--- src/rtl/tx_word_scheduler_if.sv ---
// Producer-side and UART-TX-side signals of the word scheduler, grouped as one bus.
// The master modport is the side that pushes words and reports tx_done.
// The slave modport is the scheduler itself.
interface tx_word_scheduler_if #(
  parameter int DEPTH = 4
);
  localparam int CW = $clog2(DEPTH) + 1;

  logic          wr_en;
  logic [15:0]   wr_data;
  logic          tx_done;
  logic          tx_start;
  logic [7:0]    tx_data;
  logic          full;
  logic          empty;
  logic [CW-1:0] count;
  logic          busy;
  logic          overflow;
  logic [7:0]    words_sent;

  modport master (
    output wr_en, wr_data, tx_done,
    input  tx_start, tx_data, full, empty, count, busy, overflow, words_sent
  );

  modport slave (
    input  wr_en, wr_data, tx_done,
    output tx_start, tx_data, full, empty, count, busy, overflow, words_sent
  );
endinterface

--- src/rtl/tx_word_scheduler.sv ---
// Queues 16-bit words in a small FIFO and sends each one as two bytes
// through the UART TX start/done handshake.
// The next word is issued straight from WAIT_LO, so frames go out back-to-back.
module tx_word_scheduler #(
  parameter int DEPTH     = 4,
  parameter bit MSB_FIRST = 1'b1
) (
  input logic             clk,
  input logic             rst,
  tx_word_scheduler_if.slave bus
);
  localparam int AW = $clog2(DEPTH);
  localparam int CW = AW + 1;

  typedef enum logic [2:0] {
    IDLE,
    SEND_HI,
    WAIT_HI,
    SEND_LO,
    WAIT_LO
  } state_t;

  state_t        state_q, state_d;
  logic [15:0]   mem_q [DEPTH];
  logic [AW-1:0] wr_ptr_q, wr_ptr_d;
  logic [AW-1:0] rd_ptr_q, rd_ptr_d;
  logic [CW-1:0] count_q, count_d;
  logic [15:0]   hold_q, hold_d;
  logic          tx_start_q, tx_start_d;
  logic [7:0]    tx_data_q, tx_data_d;
  logic          overflow_q, overflow_d;
  logic [7:0]    words_sent_q, words_sent_d;

  logic          full;
  logic          push;
  logic          pop;
  logic          word_done;
  logic [15:0]   head_word;

  function automatic logic [7:0] first_byte(input logic [15:0] w);
    return MSB_FIRST ? w[15:8] : w[7:0];
  endfunction

  function automatic logic [7:0] second_byte(input logic [15:0] w);
    return MSB_FIRST ? w[7:0] : w[15:8];
  endfunction

  // full uses the pre-edge count, so a push into a full FIFO is dropped even if a pop happens on the same edge.
  assign full      = (count_q == CW'(DEPTH));
  assign push      = bus.wr_en && !full;
  assign word_done = (state_q == WAIT_LO) && bus.tx_done;
  assign pop       = (count_q != '0) && ((state_q == IDLE) || word_done);
  assign head_word = mem_q[rd_ptr_q];

  // Register all state; a synchronous reset clears everything except the word storage.
  always_ff @(posedge clk) begin
    if (rst) begin
      state_q      <= IDLE;
      wr_ptr_q     <= '0;
      rd_ptr_q     <= '0;
      count_q      <= '0;
      hold_q       <= '0;
      tx_start_q   <= 1'b0;
      tx_data_q    <= 8'h00;
      overflow_q   <= 1'b0;
      words_sent_q <= 8'h00;
    end else begin
      state_q      <= state_d;
      wr_ptr_q     <= wr_ptr_d;
      rd_ptr_q     <= rd_ptr_d;
      count_q      <= count_d;
      hold_q       <= hold_d;
      tx_start_q   <= tx_start_d;
      tx_data_q    <= tx_data_d;
      overflow_q   <= overflow_d;
      words_sent_q <= words_sent_d;
    end
  end

  // Word storage needs no reset: count gates every read, so stale entries are never popped.
  always_ff @(posedge clk) begin
    if (push) begin
      mem_q[wr_ptr_q] <= bus.wr_data;
    end
  end

  // Next-state logic; tx_done counts only in the two WAIT states.
  always_comb begin
    state_d = state_q;
    case (state_q)
      IDLE:    if (count_q != '0) state_d = SEND_HI;
      SEND_HI: state_d = WAIT_HI;
      WAIT_HI: if (bus.tx_done) state_d = SEND_LO;
      SEND_LO: state_d = WAIT_LO;
      WAIT_LO: if (bus.tx_done) state_d = (count_q != '0) ? SEND_HI : IDLE;
      default: state_d = IDLE;
    endcase
  end

  // FIFO bookkeeping, the start pulse and byte selection, and the status counters.
  always_comb begin
    wr_ptr_d     = push ? wr_ptr_q + AW'(1) : wr_ptr_q;
    rd_ptr_d     = pop  ? rd_ptr_q + AW'(1) : rd_ptr_q;
    count_d      = count_q;
    hold_d       = hold_q;
    tx_start_d   = 1'b0;
    tx_data_d    = tx_data_q;
    overflow_d   = overflow_q | (bus.wr_en & full);
    words_sent_d = words_sent_q;

    case ({push, pop})
      2'b10:   count_d = count_q + CW'(1);
      2'b01:   count_d = count_q - CW'(1);
      default: count_d = count_q;
    endcase

    if (pop) begin
      hold_d     = head_word;
      tx_start_d = 1'b1;
      tx_data_d  = first_byte(head_word);
    end

    if ((state_q == WAIT_HI) && bus.tx_done) begin
      tx_start_d = 1'b1;
      tx_data_d  = second_byte(hold_q);
    end

    if (word_done) begin
      words_sent_d = words_sent_q + 8'd1;
    end
  end

  assign bus.tx_start   = tx_start_q;
  assign bus.tx_data    = tx_data_q;
  assign bus.full       = full;
  assign bus.empty      = (count_q == '0);
  assign bus.count      = count_q;
  assign bus.busy       = (state_q != IDLE);
  assign bus.overflow   = overflow_q;
  assign bus.words_sent = words_sent_q;
endmodule

--- src/flat_wrapper.sv ---
// flat-port wrapper written by rule: the top's interface ports become plain ports
module tx_word_scheduler_flat 
#(
  parameter int DEPTH     = 4,
  parameter bit MSB_FIRST = 1'b1
)
  (clk, rst, bus_wr_en, bus_wr_data, bus_tx_done, bus_tx_start, bus_tx_data, bus_full, bus_empty, bus_count, bus_busy, bus_overflow, bus_words_sent);
  tx_word_scheduler_if #(.DEPTH(DEPTH)) bus_i ();
  input logic clk;
  input logic rst;
  input wire logic [$bits(bus_i.wr_en)-1:0] bus_wr_en;
  input wire logic [$bits(bus_i.wr_data)-1:0] bus_wr_data;
  input wire logic [$bits(bus_i.tx_done)-1:0] bus_tx_done;
  output wire logic [$bits(bus_i.tx_start)-1:0] bus_tx_start;
  output wire logic [$bits(bus_i.tx_data)-1:0] bus_tx_data;
  output wire logic [$bits(bus_i.full)-1:0] bus_full;
  output wire logic [$bits(bus_i.empty)-1:0] bus_empty;
  output wire logic [$bits(bus_i.count)-1:0] bus_count;
  output wire logic [$bits(bus_i.busy)-1:0] bus_busy;
  output wire logic [$bits(bus_i.overflow)-1:0] bus_overflow;
  output wire logic [$bits(bus_i.words_sent)-1:0] bus_words_sent;
  assign bus_i.wr_en = bus_wr_en;
  assign bus_i.wr_data = bus_wr_data;
  assign bus_i.tx_done = bus_tx_done;
  assign bus_tx_start = bus_i.tx_start;
  assign bus_tx_data = bus_i.tx_data;
  assign bus_full = bus_i.full;
  assign bus_empty = bus_i.empty;
  assign bus_count = bus_i.count;
  assign bus_busy = bus_i.busy;
  assign bus_overflow = bus_i.overflow;
  assign bus_words_sent = bus_i.words_sent;
  tx_word_scheduler #(.DEPTH(DEPTH), .MSB_FIRST(MSB_FIRST)) u_core (.clk(clk), .rst(rst), .bus(bus_i));
endmodule
--- config.mk ---
export PLATFORM = sky130hd
export DESIGN_NAME = tx_word_scheduler_flat
export DESIGN_NICKNAME = d
export VERILOG_FILES = /design/src/rtl/tx_word_scheduler_if.sv /design/src/rtl/tx_word_scheduler.sv /design/src/flat_wrapper.sv
export SDC_FILE = /design/constraint.sdc
export NUM_CORES = 1
export LEC_CHECK = 0
export BUFFER_PORTS_ARGS = -buffer_cell sky130_fd_sc_hd__buf_2
export CAP_MARGIN = 10
export CORE_UTILIZATION = 35
export DETAILED_ROUTE_END_ITERATION = 16
export HOLD_SLACK_MARGIN = 0.06
export MAX_ROUTING_LAYER = met4
export SLEW_MARGIN = 0
export SYNTH_ARGS = -nofsm -noshare
export SYNTH_HDL_FRONTEND = slang
export SYNTH_SLANG_ARGS = --single-unit
--- constraint.sdc ---
create_clock -name clk -period 2.95 [get_ports clk]
set_clock_uncertainty 0.2 [all_clocks]
set_input_delay 0.7375 -clock clk [delete_from_list [all_inputs] [get_ports clk]]
set_output_delay 0.7375 -clock clk [all_outputs]
set_load 0.005 [all_outputs]
After elaboration in Yosys (flattened, before gate mapping). Memory sizes are Yosys's and may differ from the RTL's. A register that Yosys moved wholly into a read port is not among the register bits. Cells that the tools add are included.

Bits in writable memories: 64. Bits in latches: 0. Memories kept: 1. Flip-flop bits (word level): 36. Logic and storage cells: 54. Output and inout bits: 24. Bits in read-only memories: 0.

Memory list: u_core.mem_q (depth 4, bits a word 16, rd ports 1, clocked after memory_dff 1, wr ports 1, line tx_word_scheduler.sv:24) `logic [15:0] mem_q [DEPTH];`.

Shift-type cells: 0. Reductions and logical operators: 13. Multiply operators: 0. Eq/ne operators: 10. Bitwise logic cells: 2. Divide/modulo/power cells: 0. Order comparisons: 0. Muxes and demuxes: 14. Add/subtract/negate cells: 5.

Operators by type and width (number): 8-bit two-way mux (2); 3-bit one-hot mux with 5 select lines (1); 3-bit two-way mux (3); 8-bit by 1-bit adder with 8-bit output (second input constant) (1); 3-bit by 2-bit equality test with 1-bit output (second input constant) (2); 3-bit equality test (second input constant) (2); 3-bit zero test (2); 2-bit != test (second input constant) (3); 3-bit one-hot mux with 2 select lines (1); 3-bit nonzero test (2); 1-bit two-way mux (5); 2-bit by 1-bit adder with 2-bit output (second input constant) (2); 1-bit logical AND (4); 2-bit two-way mux (2); 2-bit nonzero test (2); 3-bit by 1-bit adder with 3-bit output (second input constant) (1); 3-bit by 1-bit equality test with 1-bit output (second input constant) (1); 3-bit AND reduction (1); 3-bit by 1-bit subtractor with 3-bit output (second input constant) (1); 2-bit by 1-bit equality test with 1-bit output (second input constant) (1); 2-bit equality test (second input constant) (1); 1-bit AND (1); 1-bit zero test (1); 1-bit logical OR (1); 1-bit bitwise OR (1).

Longest topological paths before layout. Gate-level depths: netlist of run 1.

Word-level depth: 6. Depth in mapped cells: 11.

Worst setup path before layout of run 1. OpenSTA, ideal clock, no wires.

Path type: input -> register. Start point: input bus_tx_done. End point: register u_core.count_q[2] (netlist: u_core.bus.count[2]). Setup slack: 0.029 ns. Setup time: 0.071 ns. Data required time: 2.679 ns. Buffers on the path: 2. Data arrival time: 2.650 ns. Cell stages on the path: 11. Cells stage by stage: nor2b_1 or4_4 buf_6 clkinv_4 buf_6 ha_1 inv_1 fa_1 xor2_1 or3_1 a21oi_1.

Cells in the longest elaborated chain, start to end: 5. Elaborated cells on any way between the ends: 7.

Ends and longest elaborated chain: from (decl) (line flat_wrapper.sv:13) `input wire logic [$bits(bus_i.tx_done)-1:0] bus_tx_done;`; 1-bit logical AND * (line tx_word_scheduler.sv:51) `assign word_done = (state_q == WAIT_LO) && bus.tx_done;`; 1-bit logical OR * (line tx_word_scheduler.sv:52) `assign pop = (count_q != '0) && ((state_q == IDLE) || word_done);`; 1-bit logical AND * (line tx_word_scheduler.sv:52); via u_core.pop (line tx_word_scheduler.sv:36) `logic pop;`; 2-bit by 1-bit equality test with 1-bit output or 2-bit equality test (tied branches) (line tx_word_scheduler.sv:111) `case ({push, pop})`; 3-bit one-hot mux with 2 select lines or 2-bit nonzero test (tied branches); to (signal assigned) (line tx_word_scheduler.sv:71) `count_q <= count_d;`; to (decl) (line tx_word_scheduler.sv:27) `logic [CW-1:0] count_q, count_d;`.

Mark *: on every way through the listed nets, which the timed path passes. The rest lies on a longest branch. A chain may end at the register's enable or synchronous reset.

Worst setup path after layout of run 1.
Start point: register u_core.count_q[1] (netlist: u_core.bus.count[1]). End point: register u_core.count_q[2] (netlist: u_core.bus.count[2]).

Cells in the longest elaborated chain, start to end: 5. Elaborated cells on any way between the ends: 11.

Ends and longest elaborated chain: 3-bit equality test (line tx_word_scheduler.sv:49) `assign full = (count_q == CW'(DEPTH));`; 1-bit zero test (line tx_word_scheduler.sv:50) `assign push = bus.wr_en && !full;`; 1-bit logical AND (line tx_word_scheduler.sv:50); 2-bit by 1-bit equality test with 1-bit output or 2-bit equality test (tied branches) (line tx_word_scheduler.sv:111); 3-bit one-hot mux with 2 select lines or 2-bit nonzero test (tied branches).

Parallel ways exist; a longest one is shown, timed or not.

==> results of run 1 <==
[flip-flops by register name (all words and copies together), names as in the netlist, named ones only]
| name | count |
|---|---|
| u_core.bus.count | 3 |
| u_core.bus.overflow | 1 |
| u_core.bus.tx_data | 8 |
| u_core.bus.tx_start | 1 |
| u_core.bus.words_sent | 8 |
| u_core.hold_q | 8 |
| u_core.mem_q | 64 |
| u_core.rd_ptr_q | 2 |
| u_core.state_q | 3 |
| u_core.wr_ptr_q | 2 |
[area by class of cell]
cell class              count  area [sq um]
clock buffers              10           128
fillers                  1018          6380
flip-flops and latches    102          2680
repair buffers             54           298
multi-input cells         132          1130
well taps                 140           175
clock inverters             6          53.8
inverters                   8          35.0
[cell usage in the layout, fill, tap and decap left out, types with 6 or more instances in the layout]
cell type  count
a221o_1        8
ha_1           6
clkbuf_8       9
nor3b_1        8
dfxtp_1       38
buf_2         43
mux4_2        16
xor2_1         8
a21oi_1       13
edfxtp_1      64
nor2_1        18
buf_4         11
inv_1          7
nand2_1       19
[kinds of logic (layout without fill, tap and decap cells)]
| family | after synthesis | after routing | synth area share |
|---|---|---|---|
| adder cells (fa/ha/maj) | 7 | 7 | 0.0242 |
| XOR/XNOR | 12 | 12 | 0.0267 |
| AND/OR/NAND/NOR | 71 | 71 | 0.0986 |
| AO/OA/AOI/OAI | 24 | 24 | 0.0417 |
| buffers and inverters | 23 | 78 | 0.0305 |
| flip-flops | 102 | 102 | 0.682 |
| multiplexers | 18 | 18 | 0.0967 |
[routing by layer]
layer  global-route usage  share of wire  vias up
met2                0.204           0.48       42
met4               0.0558          0.017        0
met5                    -              0        -
met3               0.0344          0.033       11
li1                     -              -     1050
met1                0.183           0.47     1100
[power groups by stage]
stage | sequential, mW | combinational, mW | clock, mW
after floorplan | 1.91 | 0.825 | 0
after global placement | 1.97 | 1.09 | 0
after detailed placement | 1.98 | 1.10 | 0
after CTS | 1.95 | 1.10 | 0.853
after global routing | 1.98 | 1.21 | 0.907
final | 1.94 | 1.08 | 0.824
[worst max-delay path by stage]
stage	cells after the start	endpoint	slack, ns	from
2_1_floorplan	11	u_core.bus.count[2]	0.03	bus_tx_done
3_3_place_gp	10	u_core.bus.count[2]	0.11	bus_tx_done
3_5_place_dp	10	u_core.bus.count[2]	0.07	bus_tx_done
4_1_cts	9	u_core.bus.count[2]	0.39	u_core.bus.count[0]
5_1_grt	9	u_core.bus.count[2]	0.16	u_core.bus.count[2]
6_report	9	u_core.bus.count[2]	0.41	u_core.bus.count[1]
[worst reg2reg max path: stages, from the launching register on]
cell	delay, ns
dfxtp_1	0.43
nor3_2	0.08
or4_4	0.51
clkinv_4	0.06
ha_1	0.16
inv_1	0.06
fa_1	0.37
xor2_1	0.15
or3_1	0.31
a21oi_1	0.14
[synthesized netlist by cell type, types with 3 or more instances]
master    count  area share
nand2_1      19       0.018
buf_2         5      0.0064
ha_1          6       0.019
mux4_2       16       0.092
nand4_1       4      0.0064
clkbuf_1      6      0.0057
nor2_1       18       0.017
xnor2_1       4      0.0089
or3_1         3      0.0048
nor3_1        4      0.0051
a21oi_1      13       0.017
buf_6         3      0.0086
a221o_1       8       0.020
xor2_1        8       0.018
inv_1         7      0.0067
nor3b_1       8       0.015
and2_1        4      0.0064
edfxtp_1     64        0.49
dfxtp_1      38        0.19
==> reports/qor.txt, run 1 <==
Outcome = completed
Syn_nets = 284
P_leak = 1.62 nW
Pre-CTS WS = 0.0672 ns
Fraction of layout cells with a size suffix above 1 = 0.288
Startpoint type of the worst setup path = flip-flop
Reg2Reg Depth = 9
Starting density of the core = 0.361
Die footprint = 11,700 sq um
Total routed wirelength = 7110 um
Worst path slowest cell = or4_4
First-pass GRT wire length = 11,600 um
CTS Buf Count = 9
GRT Resource Usage Total = 0.138
DPL Wire Length = 4590 um
Vias in the first global route = 2,130
Port buffer count = 43
Vias/cell = 4.87
Final core utilization = 0.414
CTS Root Cell = clkbuf_8
Largest net degree at the start of global routing = 39
Worst Hold End = u_core.hold_q[1]
Switching share of power = 0.319
Area after DPL = 4320 sq um
FF-to-FF End = u_core.bus.count[2]
Hold_buf cts = 0
Reg power frac = 0.505
RSZ-0062 raised after global routing = false
Slew Limit Fails = 0
Core area = 10,900 sq um
Max rail drop VDD = 0.361 mV
Post-route setup TNS = 0 ns
Async set-reset flop share out of synthesis = 0
CP Data Required Time = 3.05 ns
Critical path class = flip-flop to flip-flop
Final Hold Fails = 0
Syn_area_per_cell = 15.3 sq um
WP buf/inv = 2
Crit path max fanout = 5
NetSw = 1.23 mW
Worst EP arrival = 2.65 ns
Final Cycle Share = 0.862
Slew headroom = 0.230
Final instance area = 4500 sq um
Min Tclk post-route = 2.54 ns
Drt first pass iters = 4
Ys flop type = edfxtp_1
H-tree depth = 3
PnR Total Power = 3.85 mW
Nets = 334
Setup bufs post-CTS = 0
# IOs = 44
Hold path cells = 2
P&R area growth vs syn = 14.5%
Cell area after synthesis = 3940 sq um
Logic pwr share = 0.281
Worst Hold Slack = 0.261 ns
Seq/Total Area, Yosys = 0.682
Min-delay src = u_core.hold_q[1]
Ant. Diodes = 0
Pint = 2.62 mW
1st-iter DRT viols = 168
Distinct cells, synth = 34
Clock network fraction of design power = 0.214
Routed length per placed instance = 15.7 um
Slowest Stage Delay on Critical Path = 0.51 ns
Clock Path Buffers = 2
DRC Markers = 0
HP Class = flip-flop to flip-flop
Worst-Skew Late Latency = 0.37 ns
# setup viols final = 0
Syn Inst Count = 257
Clock Sink Count = 102
Fin worst setup slack = 0.407 ns
Family with the most delay on the worst path = simple AND/OR/NAND/NOR gates
Cell count after placement = 436
Worst Max-Slew Pin Slew = 1.15 ns
Post-cts sizing count = 0
#FFs+latches synth = 102
TritonCTS clock tree = done
Antenna Violating Nets Remaining = 0
Total of max-cap violations = 0
Number of synthesized flops with an enable pin = 64
Cell Count, Final, Fillers Out = 452
Critical Path, Cell by Cell = nor3_2, or4_4, clkinv_4, ha_1, inv_1, fa_1, xor2_1, or3_1, a21oi_1
R2R Path Start = u_core.bus.count[1]
Overflow after GRT = 0
Reg2Reg Setup Slack = 0.41 ns
Placer Congestion = 0.692
F_max = 0.393 GHz
# rows = 38
Yosys Warn Count = 0
Crit end category = flip-flop
Chip width = 108 um
Die height = 108 um
Pwr/cell area = 854 nW/um^2
Clk slew on worst S/H paths = 0.10 ns
Detailed-route via count = 2,203
Initial antenna violation count = 0
No activity file was read; power rests on OpenSTA's default activity.
==> run 2, diff against run 1 <==
--- a/config.mk
+++ b/config.mk
@@ -7,10 +7,11 @@
 export LEC_CHECK = 0
 export BUFFER_PORTS_ARGS = -buffer_cell sky130_fd_sc_hd__buf_2
 export CAP_MARGIN = 10
-export CORE_UTILIZATION = 35
+export CORE_UTILIZATION = 45
 export DETAILED_ROUTE_END_ITERATION = 16
 export HOLD_SLACK_MARGIN = 0.06
 export MAX_ROUTING_LAYER = met4
+export PLACE_DENSITY = 0.76
 export SLEW_MARGIN = 0
 export SYNTH_ARGS = -nofsm -noshare
 export SYNTH_HDL_FRONTEND = slang
==> run 2 against run 1 <==
Net effect: power increased by 0.27%; clock power grew 1%; critical path depth unchanged; count of clock-buffer cells in the layout stayed put; maximum frequency is 2.0% lower; worst setup slack worse by 0.051 ns; utilization grew 12 points; design area is 0.67% lower; sequential share of layout area rose by 0.40 points; worst hold slack barely moved; flip-flop and latch count unchanged; die area is 22% lower; critical path type unchanged; largest cell class unchanged.
==> reports/qor.txt, run 2 (synthesized netlist as in run 1, its figures left out) <==
Fill cells = 695
Vias in the first global route = 2,145
Slew Limit Fails = 0
Nets = 333
TritonCTS clock tree = done
P_leak = 1.62 nW
Slew headroom = 0.209
Busiest layer in global routing = met2
Crit end category = flip-flop
HP Class = flip-flop to flip-flop
Placer Congestion = 0.725
Ant. Diodes = 0
P&R area growth vs syn = 13.7%
Clk slew on worst S/H paths = 0.10 ns
NetSw = 1.21 mW
Fraction of layout cells with a size suffix above 1 = 0.289
Startpoint type of the worst setup path = flip-flop
1st-iter DRT viols = 85
GRT met3 Usage = 0.0574
Crit path max fanout = 5
Final Cycle Share = 0.879
Clock Sink Count = 102
Worst EP arrival = 2.69 ns
Hold_buf cts = 0
Min Tclk post-route = 2.59 ns
Clock Path Buffers = 2
Critical Path, Cell by Cell = nor3_2, or4_4, clkinv_4, ha_1, inv_1, fa_1, xor2_1, or3_1, a21oi_1
Detailed-route via count = 2,173
DPL Wire Length = 4260 um
Clock network fraction of design power = 0.217
F_max = 0.386 GHz
Routed length per placed instance = 16.6 um
PnR Total Power = 3.86 mW
Hold path cells = 2
Die footprint = 9120 sq um
# rows = 33
Total of max-cap violations = 0
Number of flip-flops in the largest register = 64
H-tree depth = 3
Pint = 2.65 mW
Fin worst setup slack = 0.356 ns
DRC Markers = 0
Outcome = completed
# setup viols final = 0
Cell Count, Final, Fillers Out = 416
Worst-Skew Late Latency = 0.36 ns
Vias/cell = 5.22
Logic pwr share = 0.277
Overflow after GRT = 0
First-pass GRT wire length = 11,000 um
Worst Hold Slack = 0.261 ns
# IOs = 44
CTS Buf Count = 9
Largest net degree at the start of global routing = 23
Biggest register = u_core.mem_q
Final instance area = 4470 sq um
Chip width = 95.5 um
Die height = 95.5 um
GR Layer Usage met2 = 0.270
Cell count after placement = 400
Reg power frac = 0.506
Slowest Stage Delay on Critical Path = 0.52 ns
RSZ-0062 raised after global routing = false
Reg2Reg Depth = 9
Total routed wirelength = 6890 um
Starting density of the core = 0.472
Critical path class = flip-flop to flip-flop
CP Data Required Time = 3.05 ns
Area after DPL = 4280 sq um
Pwr/cell area = 862 nW/um^2
GRT Resource Usage Total = 0.173
Worst path slowest cell = or4_4
Setup bufs post-CTS = 0
Most frequent cells in the layout = 64 x edfxtp_1, 43 x buf_2, 38 x dfxtp_1
Commonest non-fill, non-tap cell in the layout = edfxtp_1
GR Util met1 = 0.212
Drt first pass iters = 4
Switching share of power = 0.314
Core area = 8340 sq um
Final core utilization = 0.536
Antenna Violating Nets Remaining = 0
Port buffer count = 43
Initial antenna violation count = 0
Worst Max-Slew Pin Slew = 1.18 ns
Post-cts sizing count = 0
Post-route setup TNS = 0 ns
Final Hold Fails = 0
CTS Root Cell = clkbuf_8
Pre-CTS WS = 0.0731 ns
Max rail drop VDD = 0.347 mV
run 2: changes by cell type in the layout (fill, tap and decap cells not counted):
cell        delta
buf_4          -2
buf_12         +1
clkbuf_1       -1
clkbuf_8       +1
clkinv_4       -1
clkinvlp_4     +1
run 2: final timing paths:
| kind | startpoint | end | slack, ns |
|---|---|---|---|
| max | u_core.bus.count[0] | u_core.bus.count[2] | 0.36 |
| min | u_core.hold_q[4] | u_core.hold_q[4] | 0.26 |
| max reg2reg | u_core.bus.count[0] | u_core.bus.count[2] | 0.36 |
| min reg2reg | u_core.hold_q[4] | u_core.hold_q[4] | 0.26 |
run 2: cell type report:
class | instances | area (sq um) | share of cell area
inverter | 8 | 35.0 | 0.00783
clock inverter | 6 | 52.6 | 0.0117
clock buffer | 10 | 138 | 0.0308
multi-input combinational | 132 | 1130 | 0.253
sequential | 102 | 2680 | 0.600
timing repair buffer | 53 | 303 | 0.0677
tap | 105 | 131 | 0.0294
run 2: worst max-delay path: cells and delay by family, from the launching register on:
kind,cells,cell delay (ns)
simple gates,3,0.92
fa+ha+maj,2,0.54
flops,1,0.45
xor+xnor,1,0.15
compound gates,1,0.13
buf+inv,2,0.12
run 2: routing by layer:
metal / vias to the layer above / wire length [um] / share of wire
li1: 1048 / - / -
met1: 1052 / 3110 / 0.45
met2: 62 / 3350 / 0.49
met3: 11 / 318 / 0.046
met4: 0 / 113 / 0.016
met5: - / 0 / 0
run 2: power groups by stage:
stage          combinational, mW  clock, mW  sequential (mW)
4_1_cts                     1.08      0.868             1.95
6_report                    1.07      0.836             1.95
3_3_place_gp                1.05          0             1.97
2_1_floorplan              0.825          0             1.91
3_5_place_dp                1.08          0             1.99
5_1_grt                     1.20      0.918             1.98
